$ cat config.mk
export PLATFORM = sky130hd
export DESIGN_NAME = pompa_paliwa
export DESIGN_NICKNAME = d
export VERILOG_FILES = /design/src/rtl/pompa_paliwa.sv
export SDC_FILE = /design/constraint.sdc
export NUM_CORES = 1
export LEC_CHECK = 0
export ABC_AREA = 1
export CORE_MARGIN = 2
export CORE_UTILIZATION = 50
export DETAILED_ROUTE_END_ITERATION = 8
export MAX_ROUTING_LAYER = met4
export PLACE_DENSITY = 0.7
export REMOVE_ABC_BUFFERS = 1
export SLEW_MARGIN = 20
export SYNTH_ARGS = -nofsm -noshare
export SYNTH_HDL_FRONTEND = slang
export SYNTH_SLANG_ARGS = --single-unit
$ cat constraint.sdc
create_clock -name clk -period 4.2 [get_ports clk]
set_input_delay 0.84 -clock clk [delete_from_list [all_inputs] [get_ports clk]]
set_output_delay 0.84 -clock clk [all_outputs]
set_load 0.02 [all_outputs]
$ cat src/rtl/pompa_paliwa.sv
// Fuel pump controller: three tanks, spin-up delay, one clk_pompa pulse per litre,
// per-session litre counter and an empty-tank state.
module pompa_paliwa #(
    parameter int OKRES     = 4,
    parameter int ROZRUCH   = 2,
    parameter int POJEMNOSC = 200
) (
    input  logic       clk,
    input  logic       reset,
    input  logic       clockEn,
    input  logic [1:0] paliwo,
    input  logic       uzupelnij,
    output logic       clk_pompa,
    output logic       pusty,
    output logic [7:0] poziom,
    output logic [7:0] wydano,
    output logic [1:0] stan
);

    typedef enum logic [1:0] {
        ST_STOJ    = 2'b00,
        ST_ROZRUCH = 2'b01,
        ST_POMPUJ  = 2'b10,
        ST_PUSTY   = 2'b11
    } stan_t;

    localparam logic [7:0] PELNY     = 8'(POJEMNOSC);
    localparam logic [7:0] DZIEL_MAX = 8'(OKRES - 1);
    localparam logic [7:0] ROZR_MAX  = 8'(ROZRUCH - 1);

    stan_t      stan_q, stan_d;
    logic [1:0] paliwo_q;
    logic [7:0] lpg, benzyna, diesel;
    logic [7:0] dzielnik, rozruch_cnt;
    logic [7:0] poziom_q;
    logic       start, wrap, rozruch_done;

    always_comb begin
        case (paliwo)
            2'b01:   poziom = lpg;
            2'b10:   poziom = benzyna;
            2'b11:   poziom = diesel;
            default: poziom = 8'd0;
        endcase
    end

    always_comb begin
        case (paliwo_q)
            2'b01:   poziom_q = lpg;
            2'b10:   poziom_q = benzyna;
            2'b11:   poziom_q = diesel;
            default: poziom_q = 8'd0;
        endcase
    end

    assign start        = (stan_q == ST_STOJ) && clockEn && (paliwo != 2'b00);
    assign rozruch_done = (rozruch_cnt == ROZR_MAX);
    assign wrap         = (stan_q == ST_POMPUJ) && clockEn && (dzielnik == DZIEL_MAX);

    always_ff @(posedge clk or posedge reset) begin
        if (reset) stan_q <= ST_STOJ;
        else       stan_q <= stan_d;
    end

    always_comb begin
        // NOTE: default first so every path assigns stan_d and no latch is inferred.
        stan_d = stan_q;
        case (stan_q)
            ST_STOJ:
                if (start) stan_d = (poziom == 8'd0) ? ST_PUSTY : ST_ROZRUCH;
            ST_ROZRUCH:
                if (!clockEn)          stan_d = ST_STOJ;
                else if (rozruch_done) stan_d = ST_POMPUJ;
            ST_POMPUJ:
                if (!clockEn) stan_d = ST_STOJ;
                // A refill on the emptying edge keeps the tank full, so no PUSTY then.
                else if (wrap && poziom_q == 8'd1 && !uzupelnij) stan_d = ST_PUSTY;
            ST_PUSTY:
                if (!clockEn) stan_d = ST_STOJ;
            default: stan_d = ST_STOJ;
        endcase
    end

    always_comb begin
        stan  = stan_q;
        pusty = (stan_q == ST_PUSTY);
    end

    always_ff @(posedge clk or posedge reset) begin
        // NOTE: tank levels are plain registers, so they take the full level on reset.
        if (reset) begin
            clk_pompa   <= 1'b0;
            paliwo_q    <= 2'b00;
            wydano      <= 8'd0;
            dzielnik    <= 8'd0;
            rozruch_cnt <= 8'd0;
            lpg         <= PELNY;
            benzyna     <= PELNY;
            diesel      <= PELNY;
        end else begin
            clk_pompa   <= wrap;
            rozruch_cnt <= (stan_q == ST_ROZRUCH && clockEn && !rozruch_done) ? rozruch_cnt + 8'd1 : 8'd0;
            dzielnik    <= (stan_q == ST_POMPUJ && clockEn && !wrap) ? dzielnik + 8'd1 : 8'd0;
            if (start) begin
                paliwo_q <= paliwo;
                wydano   <= 8'd0;
            end else if (wrap && wydano != 8'd255) begin
                wydano <= wydano + 8'd1;
            end
            if (uzupelnij) begin
                lpg     <= PELNY;
                benzyna <= PELNY;
                diesel  <= PELNY;
            end else if (wrap) begin
                case (paliwo_q)
                    2'b01:   lpg     <= lpg - 8'd1;
                    2'b10:   benzyna <= benzyna - 8'd1;
                    2'b11:   diesel  <= diesel - 8'd1;
                    default: ;
                endcase
            end
        end
    end

endmodule

**Word-level counts from Yosys, hierarchy flattened**

Index checks and enable logic that the tools add are counted.

- Bits in registers: 53
- Input port bits: 6
- Word-level logic and storage cells: 80

- $add $sub $neg: 6
- Eq/ne operators: 17
- Mux-type cells: 23
- Reduce and logical (&&, ||, !) cells: 25

Operator list:

| operator | count |
|---|---|
| 8-bit two-way mux | 13 |
| 8-bit one-hot mux with 3 select lines | 2 |
| 8-bit by 1-bit adder with 8-bit output, second input constant | 3 |
| 8-bit by 1-bit subtractor with 8-bit output, second input constant | 3 |
| 8-bit by 1-bit equality test with 1-bit output, second input constant | 2 |
| 2-bit two-way mux | 7 |
| 2-bit equality test, second input constant | 6 |
| 2-bit nonzero test | 6 |
| 1-bit logical AND | 10 |
| 8-bit by 2-bit equality test with 1-bit output, second input constant | 1 |
| 8-bit zero test | 1 |
| 8-bit != test, second input constant | 1 |
| 2-bit one-hot mux with 4 select lines | 1 |
| 2-bit by 1-bit equality test with 1-bit output, second input constant | 3 |
| 3-bit != test, second input constant | 2 |
| 2-bit AND reduction | 3 |
| 2-bit != test, second input constant | 2 |
| 4-bit AND reduction | 1 |
| 1-bit zero test | 3 |
| 2-bit zero test | 1 |

**Longest topological paths before layout**

- Word-level depth: 8
- Gate-level depth with buffers: 12

**Least setup slack after synthesis**

No wires, ideal clock.

- Path type: input to output
- Start point: input paliwo[1]
- End point: output poziom[3]
- Data arrival time: 1,502 ps
- Setup slack: 1,858 ps
- Cell stages on the path: 7
- Buffers on the path: 1
- Cells stage by stage: buf_4 > inv_1 > nor2_1 > nand2_1 > nand2_1 > nor2_1 > inv_1

- Longest elaborated chain between the ends: 2
- Elaborated cells between the ends (all ways): 4
- Those cells by class: eq/ne: 3; mux: 1

RTL lines:

| element | line | RTL |
|---|---|---|
| start: declaration | 11 | `input logic [1:0] paliwo,` |
| 2-bit equality test or 2-bit by 1-bit equality test with 1-bit output (tied branches) | 39 | `case (paliwo)` |
| 8-bit one-hot mux with 3 select lines (*) | 39 |  |
| end: declaration | 15 | `output logic [7:0] poziom,` |

Every way passes the cells marked *; elsewhere a longest branch is shown, timed or not.

**Final worst setup path**

- Start point: input paliwo[1]
- End point: output poziom[7]

Same word-level chain as after synthesis.

==> Implementation_results.wiki <==
{| class="wikitable"
! Metric !! Value
|-
| Net count reported at finish || between 400 and 500
|-
| Status || complete, no violations
|-
| Number of buffers on the longest clock path || 2
|-
| Met3 layer usage reported by global route || under 10%
|-
| WHS Endpoint || rozruch_cnt[0]
|-
| Netlist Area Pre-Place || 3340 µm²
|-
| DRC violation count after routing || 0
|-
| Post-CTS Setup Bufs || 0
|-
| Post-synth top cells || sky130_fd_sc_hd__nand2_1, sky130_fd_sc_hd__nor2_1, sky130_fd_sc_hd__inv_1, sky130_fd_sc_hd__dfrtp_1, sky130_fd_sc_hd__nand3_1
|-
| Wire length of the first global-routing pass || about 12 mm
|-
| Hold Crit Depth || 1
|-
| Sink count of the clock tree || 53
|-
| Worst Path Required || 3.36 ns
|-
| Placement row count || 29
|-
| Std-Cell Core Area || ~6400 µm²
|-
| Fraction of met2 tracks used by global routing || between 30% and 40%
|-
| Share of final-layout standard cells stronger than drive strength 1 || a little under an eighth
|-
| Post-route setup TNS || 0 ns
|-
| Design Power || around 1600 µW
|-
| Tightest Pin Transition || ~0.66 ns
|-
| Count of state elements after synthesis || 53
|-
| Cells after synthesis || roughly 440
|-
| Number of cells on the worst reg-to-reg path || 8
|-
| Busiest layer in global routing || met2
|-
| Peak supply drop || approximately 250 µV
|-
| Layout-stage area growth over the synthesis result || 12.7%
|-
| Routability congestion estimate || approximately 0.87
|-
| Global route total overflow || 0
|-
| Number of slew-limit violations in the final report || 0
|-
| Final antenna-violating net count || 0
|-
| Worst clock skew on the final layout || 0.0199 ns
|-
| Post-synth top area cell || sky130_fd_sc_hd__dfrtp_1
|-
| Synth async-reset ratio || 100%
|-
| Synthesized area per cell || around 7.6 µm²
|-
| Number of synthesized flops with an enable pin || 0
|-
| Clock latency of the later-clocked register in the worst-skew pair || between 0.3 and 0.4 ns
|-
| Number of iterations in the first detailed-routing pass || 4
|-
| Ant. Diodes || 0
|-
| Overall routed net length || ~6.8 mm
|-
| Drt initial violations || between 150 and 200
|-
| Fraction of post-synthesis cell area in the top cell type by area || between 30% and 40%
|-
| Number of antenna violations at the first check in global routing || 0
|-
| Clock edge transition at the registers on the reported setup and hold paths || 0.09 ns
|-
| Post-route fraction of the period consumed by the critical path || a little over four fifths
|-
| Type of the worst setup path || in -> out
|-
| Worst R2R Setup Slack || around 2.3 ns
|-
| Floorplan die area || around 7300 µm²
|-
| Synth warnings || 0
|-
| CTS buffer count || 5
|-
| Startpoint kind of the worst setup timing path || input pin
|-
| P per Cell Area || between 400 and 500 nW/µm²
|-
| Capturing point of the worst reg2reg path || stan[1]
|-
| Vias in the first global route || 2,641
|-
| CTS tree || built
|-
| Hold path startpoint || rozruch_cnt[0]
|-
| RSZ-0062 raised after global routing || false
|-
| Final HPWL DP || 5.15 mm
|-
| Width of the die || 85.7 µm
|-
| Arrival @ worst endpoint || ~2.7 ns
|-
| Top cells by area in the synthesized netlist || sky130_fd_sc_hd__dfrtp_1, sky130_fd_sc_hd__nand2_1, sky130_fd_sc_hd__nor2_1
|-
| Layout fillers || roughly 570
|-
| Die Ht || around 86 µm
|-
| Post-DR vias/cell || slightly above 5
|-
| Largest net degree at the start of global routing || 33
|-
| # resized after CTS || 0
|-
| Input/output buffers || 25
|-
| Post-synthesis cell type count || 36
|-
| Critical Path Fanout Max || 9
|-
| Crit. Startpoint || paliwo[1]
|-
| Hold Violations, Final || 0
|-
| Routed wire length per instance || 12.4 µm
|-
| Highest clock rate || approximately 0.29 GHz
|-
| Most frequently used flop master after synthesis || sky130_fd_sc_hd__dfrtp_1
|-
| GR Util All Layers || between 20% and 30%
|-
| Max-capacitance violation count || 0
|-
| Root buffer cell || sky130_fd_sc_hd__clkbuf_8
|-
| Global routing usage on met1 || between 20% and 30%
|-
| Critical path capture point type || primary output
|-
| Worst R2R Start || stan[1]
|-
| Post-synthesis sequential area ratio || about two fifths
|-
| Cell with the most instances after synthesis || sky130_fd_sc_hd__nand2_1
|-
| Vias post-DR || 2,794
|-
| Setup violators final || 0
|-
| Starting Density || 52.3%
|-
| Quantity of hold-fixing buffers added after cts || 0
|-
| H-Tree Depth || 2
|-
| Static leakage power || 0.00188 µW
|-
| Min-delay worst type || reg -> reg
|-
| Top-Level Pins || 26
|-
| Fin crit period || ~3.5 ns
|-
| Worst rel slew slack || about 56%
|}
==> cells by family after synthesis <==
family          after synthesis  share of synthesized area (%)
simple gates                242                           34.2
buf+inv                      72                           9.34
flops                        53                           40.1
compound gates               48                           8.74
xor+xnor                     19                           4.99
fa+ha+maj                     7                           2.62
==> how the worst max path moves through the flow <==
stage | end | slack, ns | depth (start not counted)
finish | poziom[7] | 0.69 | 8
global route | poziom[7] | 0.56 | 8
CTS | poziom[7] | 0.71 | 8
detailed placement | poziom[7] | 0.71 | 8
global placement | poziom[3] | 0.77 | 8
floorplan | poziom[3] | 2.00 | 6
==> cell type report <==
class                      instances  area [µm²]  share of cell area, %
multi-input combinational        316        1690                   44.9
inverter                          64         240                   6.39
clock buffer                       5        68.8                   1.83
tap                               77        96.3                   2.56
timing repair buffer              27         265                   7.05
sequential                        53        1340                   35.6
clock inverter                     3        65.1                   1.73
==> cells in the final DEF, fill, tap and decap left out, drive strengths merged, types with 7 or more instances in the layout <==
| cell | n |
|---|---|
| nor3 | 11 |
| nand3 | 39 |
| nand2 | 99 |
| dfrtp | 44 |
| clkdlybuf4s50 | 25 |
| dfstp | 9 |
| inv | 64 |
| ha | 7 |
| a21oi | 10 |
| nor2 | 78 |
| o21ai | 32 |
| nand4 | 9 |
| xor2 | 17 |
==> state kept, by name, indices dropped and copies added (netlist names) <==
register,cells
rozruch_cnt,8
benzyna,8
lpg,8
dzielnik,8
wydano,8
diesel,8
stan,2
clk_pompa,1
paliwo_q,2
==> layer usage <==
layer / vias up / routed length (µm)
li1: 1452 / -
met1: 1276 / 3270
met2: 56 / 3140
met3: 10 / 221
met4: 0 / 149
met5: - / 0
==> report_power, final <==
| group | switching, µW | leakage [µW] | internal (µW) |
|---|---|---|---|
| sequential | 68.3 | 0.000692 | 583 |
| clock | 173 | 0.0000681 | 237 |
| combinational | 327 | 0.00112 | 190 |
==> per-stage QoR <==
| step | hold WS [ns] | util, % | setup slack (ns) | area (µm²) | std cells |
|---|---|---|---|---|---|
| CTS | 0.499 | 58.9 | 0.705 | 3760 | 545 |
| floorplan | 0.455 | - | 2.00 | 3270 | 433 |
| detailed placement | 0.483 | 56.8 | 0.708 | 3630 | 537 |
| global route | 0.510 | 58.9 | 0.562 | 3760 | 545 |
| global placement | 0.478 | 56.8 | 0.768 | 3630 | 537 |
| finish | 0.500 | 58.9 | 0.692 | 3760 | 545 |
==> worst max-delay path, cell delays in order <==
cell	delay, ns
sky130_fd_sc_hd__clkdlybuf4s50_1	0.65
sky130_fd_sc_hd__inv_1	0.14
sky130_fd_sc_hd__nor2_1	0.20
sky130_fd_sc_hd__nand2_1	0.09
sky130_fd_sc_hd__nand2_1	0.06
sky130_fd_sc_hd__nor2_1	0.05
sky130_fd_sc_hd__inv_1	0.05
sky130_fd_sc_hd__clkdlybuf4s50_1	0.59
Power figures use the tool's default switching activity.
==> patch 1: new RTL, config.mk and constraints unchanged <==
Add an input register stage for `paliwo` and `uzupelnij`, without a reset; this delays them by one clock.
--- a/src/rtl/pompa_paliwa.sv
+++ b/src/rtl/pompa_paliwa.sv
@@ -28,6 +28,14 @@
     localparam logic [7:0] DZIEL_MAX = 8'(OKRES - 1);
     localparam logic [7:0] ROZR_MAX  = 8'(ROZRUCH - 1);
 
+    logic [1:0] paliwo_r;
+    logic uzupelnij_q;
+
+    always_ff @(posedge clk) begin
+        paliwo_r    <= paliwo;
+        uzupelnij_q <= uzupelnij;
+    end
+
     stan_t      stan_q, stan_d;
     logic [1:0] paliwo_q;
     logic [7:0] lpg, benzyna, diesel;
@@ -36,7 +44,7 @@
     logic       start, wrap, rozruch_done;
 
     always_comb begin
-        case (paliwo)
+        case (paliwo_r)
             2'b01:   poziom = lpg;
             2'b10:   poziom = benzyna;
             2'b11:   poziom = diesel;
@@ -53,7 +61,7 @@
         endcase
     end
 
-    assign start        = (stan_q == ST_STOJ) && clockEn && (paliwo != 2'b00);
+    assign start        = (stan_q == ST_STOJ) && clockEn && (paliwo_r != 2'b00);
     assign rozruch_done = (rozruch_cnt == ROZR_MAX);
     assign wrap         = (stan_q == ST_POMPUJ) && clockEn && (dzielnik == DZIEL_MAX);
 
@@ -74,7 +82,7 @@
             ST_POMPUJ:
                 if (!clockEn) stan_d = ST_STOJ;
                 // A refill on the emptying edge keeps the tank full, so no PUSTY then.
-                else if (wrap && poziom_q == 8'd1 && !uzupelnij) stan_d = ST_PUSTY;
+                else if (wrap && poziom_q == 8'd1 && !uzupelnij_q) stan_d = ST_PUSTY;
             ST_PUSTY:
                 if (!clockEn) stan_d = ST_STOJ;
             default: stan_d = ST_STOJ;
@@ -102,12 +110,12 @@
             rozruch_cnt <= (stan_q == ST_ROZRUCH && clockEn && !rozruch_done) ? rozruch_cnt + 8'd1 : 8'd0;
             dzielnik    <= (stan_q == ST_POMPUJ && clockEn && !wrap) ? dzielnik + 8'd1 : 8'd0;
             if (start) begin
-                paliwo_q <= paliwo;
+                paliwo_q <= paliwo_r;
                 wydano   <= 8'd0;
             end else if (wrap && wydano != 8'd255) begin
                 wydano <= wydano + 8'd1;
             end
-            if (uzupelnij) begin
+            if (uzupelnij_q) begin
                 lpg     <= PELNY;
                 benzyna <= PELNY;
                 diesel  <= PELNY;
Function: changed (a bounded check fails within 4 cycles, from zero or initial values and one cycle with reset high).
==> patch 1 against the unedited design <==
- cell area fell by 2.5%
- sequential power rose by 3.8%
- critical path depth fell by 1
- hold slack got worse by 11 ps
- area after synthesis fell by 1.5%
- sequential share of layout area rose by 2.5 points
- worst setup slack improved by 640 ps
- routed wire length rose by 0.84%
- sequential cell count rose by 3
- power fell by 9.3%
- clock skew fell by 16 ps
- critical endpoint is now poziom[2]
- highest routed layer unchanged
==> patch 1: results (changes against the unedited design) <==
grt:
  grt_max_degree: 36  # was 33
  grtUsageTotal: 0.213  # was 0.202
  grt_pass1_vias: 2690  # was 2641
  grt_pass1_wl_um: 12200  # was 11700 µm
  antenna_found_initial: 0  # unchanged
placed_design:
  place_ws_ps: 1670  # was 708 ps
  gp_congestion: 0.881  # was 0.875
  dp.cells: 540  # was 537
  dp_hpwl_um: 5160  # was 5150 µm
  place_area_um2: 3590  # was 3630 µm²
synth:
  synth.area.top_cells: "dfrtp_1 33%, nand2_1 11%, nor2_1 8.7%"  # was dfrtp_1 33%, nand2_1 9.9%, nor2_1 8.4%
  synth-xor-area-share: 0.0453  # was 0.0499
  syn_avg_cell_area_um2: 7.40  # was 7.57 µm²
  ys_seq_area_frac: 0.425  # was 0.401
  async_flop_share: 0.946  # was 1.00
  synth_cell_types: 34  # was 36
  synth_fa_ha_area_frac: 0.0266  # was 0.0262
setup_path:
  r2r-end: "lpg[5]$_DFFE_PP0P_"  # was stan[1]$_DFFE_PP0P_
  r2r_cells: 11  # was 8
  r2r_start: "dzielnik[0]$_DFF_PP0_"  # was stan[1]$_DFFE_PP0P_
  critical_path_arrival_ps: 2030  # was 2670 ps
  crit_start: "paliwo_r[1]$_DFF_P_"  # was paliwo[1]
  crit_end: "poziom[2]"  # was poziom[7]
  cp_slowest_stage_delay_ps: 590  # was 650 ps
  reg2reg_setup_slack_ps: 2420  # was 2320 ps
drt:
  drt_iter0_markers: 124  # was 186
  routed_wl_um: 6840  # was 6780 µm
  dr_total_vias: 2806  # was 2794
final_layout:
  fin_nets: 483  # was 480
  drive_gt1_frac: 0.0786  # was 0.115
  n_fill_cell: 594  # was 568
status:
  status: "complete, no violations"  # unchanged
worst_hold_path:
  hold_depth: 1  # unchanged
  worstHoldEndpoint: "dzielnik[0]$_DFF_PP0_"  # was rozruch_cnt[0]$_DFF_PP0_
  worstHoldStart: "dzielnik[0]$_DFF_PP0_"  # was rozruch_cnt[0]$_DFF_PP0_
power_and_ir_drop:
  p_sw_uw: 535  # was 568 µW
  leakagePower_uw: 0.00183  # was 0.00188 µW
  pg_comb_uw: 470  # was 517 µW
  swShare: 0.374  # was 0.360
  peakVddDrop_mv: 0.193  # was 0.253 mV
  power.share.clock: 0.199  # was 0.260
cts:
  clk_pin_slew_worst_paths_ps: 100
sta:
  whs_ps: 489  # was 500 ps
  tightest_slew_ps: 723  # was 663 ps
  timing.final.crit_share: 0.683  # was 0.835
==> patch 1: cell types whose count changed in the layout (fill, tap and decap cells not counted), moves of 2 or more <==
cell	before	now
nand2_2	3	8
o21ai_2	9	1
o21ai_1	5	10
nand3_1	34	43
dfxtp_1	0	3
a21oi_1	9	12
nand2_1	88	94
nand2_4	8	2
inv_1	60	56
nand4_1	9	7
bufinv_16	2	0
xor2_1	17	15
nand3_2	5	1
==> patch 1: final cells by class <==
class,count,area [µm²],share of cell area
Clock buffer,5,68.8,0.0188
Tap cell,77,96.3,0.0263
Multi-Input combinational cell,321,1610,0.438
Clock inverter,3,13.8,0.00375
Inverter,59,221,0.0604
Timing Repair Buffer,27,265,0.0723
Sequential cell,56,1400,0.381
==> patch 1: metal layers <==
| metal | wire length (µm) | track usage | share of wire |
|---|---|---|---|
| met5 | 0 | - | 0 |
| met2 | 3280 | 0.341 | 0.48 |
| met3 | 250 | 0.0360 | 0.037 |
| met4 | 109 | 0.0635 | 0.016 |
| met1 | 3200 | 0.279 | 0.47 |
==> patch 2: new RTL, same settings <==
Without the edit above. `POJEMNOSC`: 200 -> 100.
--- a/src/rtl/pompa_paliwa.sv
+++ b/src/rtl/pompa_paliwa.sv
@@ -3,7 +3,7 @@
 module pompa_paliwa #(
     parameter int OKRES     = 4,
     parameter int ROZRUCH   = 2,
-    parameter int POJEMNOSC = 200
+    parameter int POJEMNOSC = 100
 ) (
     input  logic       clk,
     input  logic       reset,
Check against the original RTL: not equivalent (a bounded check fails within 4 cycles, from zero or initial values and one cycle with reset high).
==> patch 2 against the unedited design <==
- clock skew down 10 ps
- synthesized cell count unchanged
- register-to-register slack better by 170 ps
- area after synthesis down 4.8%
- power down 20%
- routed wire length down 1.1%
- critical path depth down 1
- count of clock-buffer cells in the layout unchanged
- sequential cell count unchanged
- cell area down 4.2%
- worst setup slack worse by 60 ps
- fmax down 1.7%
- final cell count up 0.55%
- critical path type unchanged
- largest power group unchanged
- highest routed layer unchanged
==> patch 2: results (changes against the unedited design) <==
status:
  status: "complete, no violations"  # unchanged
setup_path:
  critical_path_arrival_ps: 2730  # was 2670 ps
  r2r_cells: 6  # was 8
  r2r-end: "stan[0]$_DFFE_PP0P_"  # was stan[1]$_DFFE_PP0P_
  cp_slowest_stage_delay_ps: 730  # was 650 ps
  reg2reg_setup_slack_ps: 2490  # was 2320 ps
synth:
  syn_avg_cell_area_um2: 7.21  # was 7.57 µm²
  synth_commonest_cells: "103 x nand2_1, 76 x nor2_1, 58 x inv_1"  # was 88 x nand2_1, 75 x nor2_1, 61 x inv_1
  synth_compound_area_frac: 0.0854  # was 0.0874
  synth.area.top_cells: "dfrtp_1 35%, nand2_1 12%, nor2_1 9.0%"  # was dfrtp_1 33%, nand2_1 9.9%, nor2_1 8.4%
  synth_fa_ha_area_frac: 0.0276  # was 0.0262
  synth_cell_types: 31  # was 36
worst_hold_path:
  worstHoldStart: "dzielnik[0]$_DFF_PP0_"  # was rozruch_cnt[0]$_DFF_PP0_
  worstHoldEndpoint: "dzielnik[0]$_DFF_PP0_"  # was rozruch_cnt[0]$_DFF_PP0_
  hold_depth: 1  # unchanged
final_layout:
  inverters: 63  # was 64
  n_fill_cell: 582  # was 568
  multi_input_area_share: 0.437  # was 0.449
  buf_share: 0.0736  # was 0.0705
  drive_gt1_frac: 0.0828  # was 0.115
  clk_share: 0.0250  # was 0.0356
  fin_nets: 483  # was 480
grt:
  grt_use_met2: 0.351  # was 0.320
  grt_max_degree: 36  # was 33
  grtUsageTotal: 0.216  # was 0.202
  grt_use_met3: 0.0287  # was 0.0337
  grt_pass1_wl_um: 12100  # was 11700 µm
drt:
  drt_iter0_markers: 174  # was 186
  m1WireLength_um: 3180  # was 3270 µm
  dr_total_vias: 2809  # was 2794
  vias_per_cell: 5.13  # about the same
  route.met2.wl_um: 3250  # was 3140 µm
  wl_met3_um: 135  # was 221 µm
sta:
  whs_ps: 498  # was 500 ps
power_and_ir_drop:
  p_per_area_nw_per_um2: 350  # was 419 nW/µm²
  leakagePower_uw: 0.00178  # was 0.00188 µW
  powerSeq_uw: 600  # was 651 µW
  swShare: 0.366  # was 0.360
  p_sw_uw: 461  # was 568 µW
  p_comb_frac: 0.289  # was 0.328
placed_design:
  dp_hpwl_um: 5190  # was 5150 µm
  gp_congestion: 0.959  # was 0.875
[patch 2: changes by cell type in the layout (fill, tap and decap cells not counted), moves of 3 or more]
cell | unedited run | this run
nand2_1 | 88 | 103
nand3_1 | 34 | 42
a21oi_1 | 9 | 15
nand2_4 | 8 | 2
o21ai_2 | 9 | 3
xor2_1 | 17 | 11
nand3_2 | 5 | 0
o21ai_0 | 18 | 22
inv_1 | 60 | 57
nand4_1 | 9 | 6
[patch 2: worst max-delay path by stage]
stage | slack (ps) | cells after the start | startpoint | to
6_report | 630 | 7 | paliwo[1] | poziom[5]
3_3_place_gp | 700 | 7 | paliwo[1] | poziom[3]
3_5_place_dp | 630 | 7 | paliwo[1] | poziom[5]
5_1_grt | 420 | 7 | paliwo[1] | poziom[0]
2_1_floorplan | 2020 | 5 | paliwo[1] | poziom[0]
4_1_cts | 640 | 7 | paliwo[1] | poziom[5]
[patch 2: logic make-up after synthesis]
family          Yosys count
compound gates           49
xor+xnor                 13
fa+ha+maj                 7
buf+inv                  68
flops                    53
simple gates            251
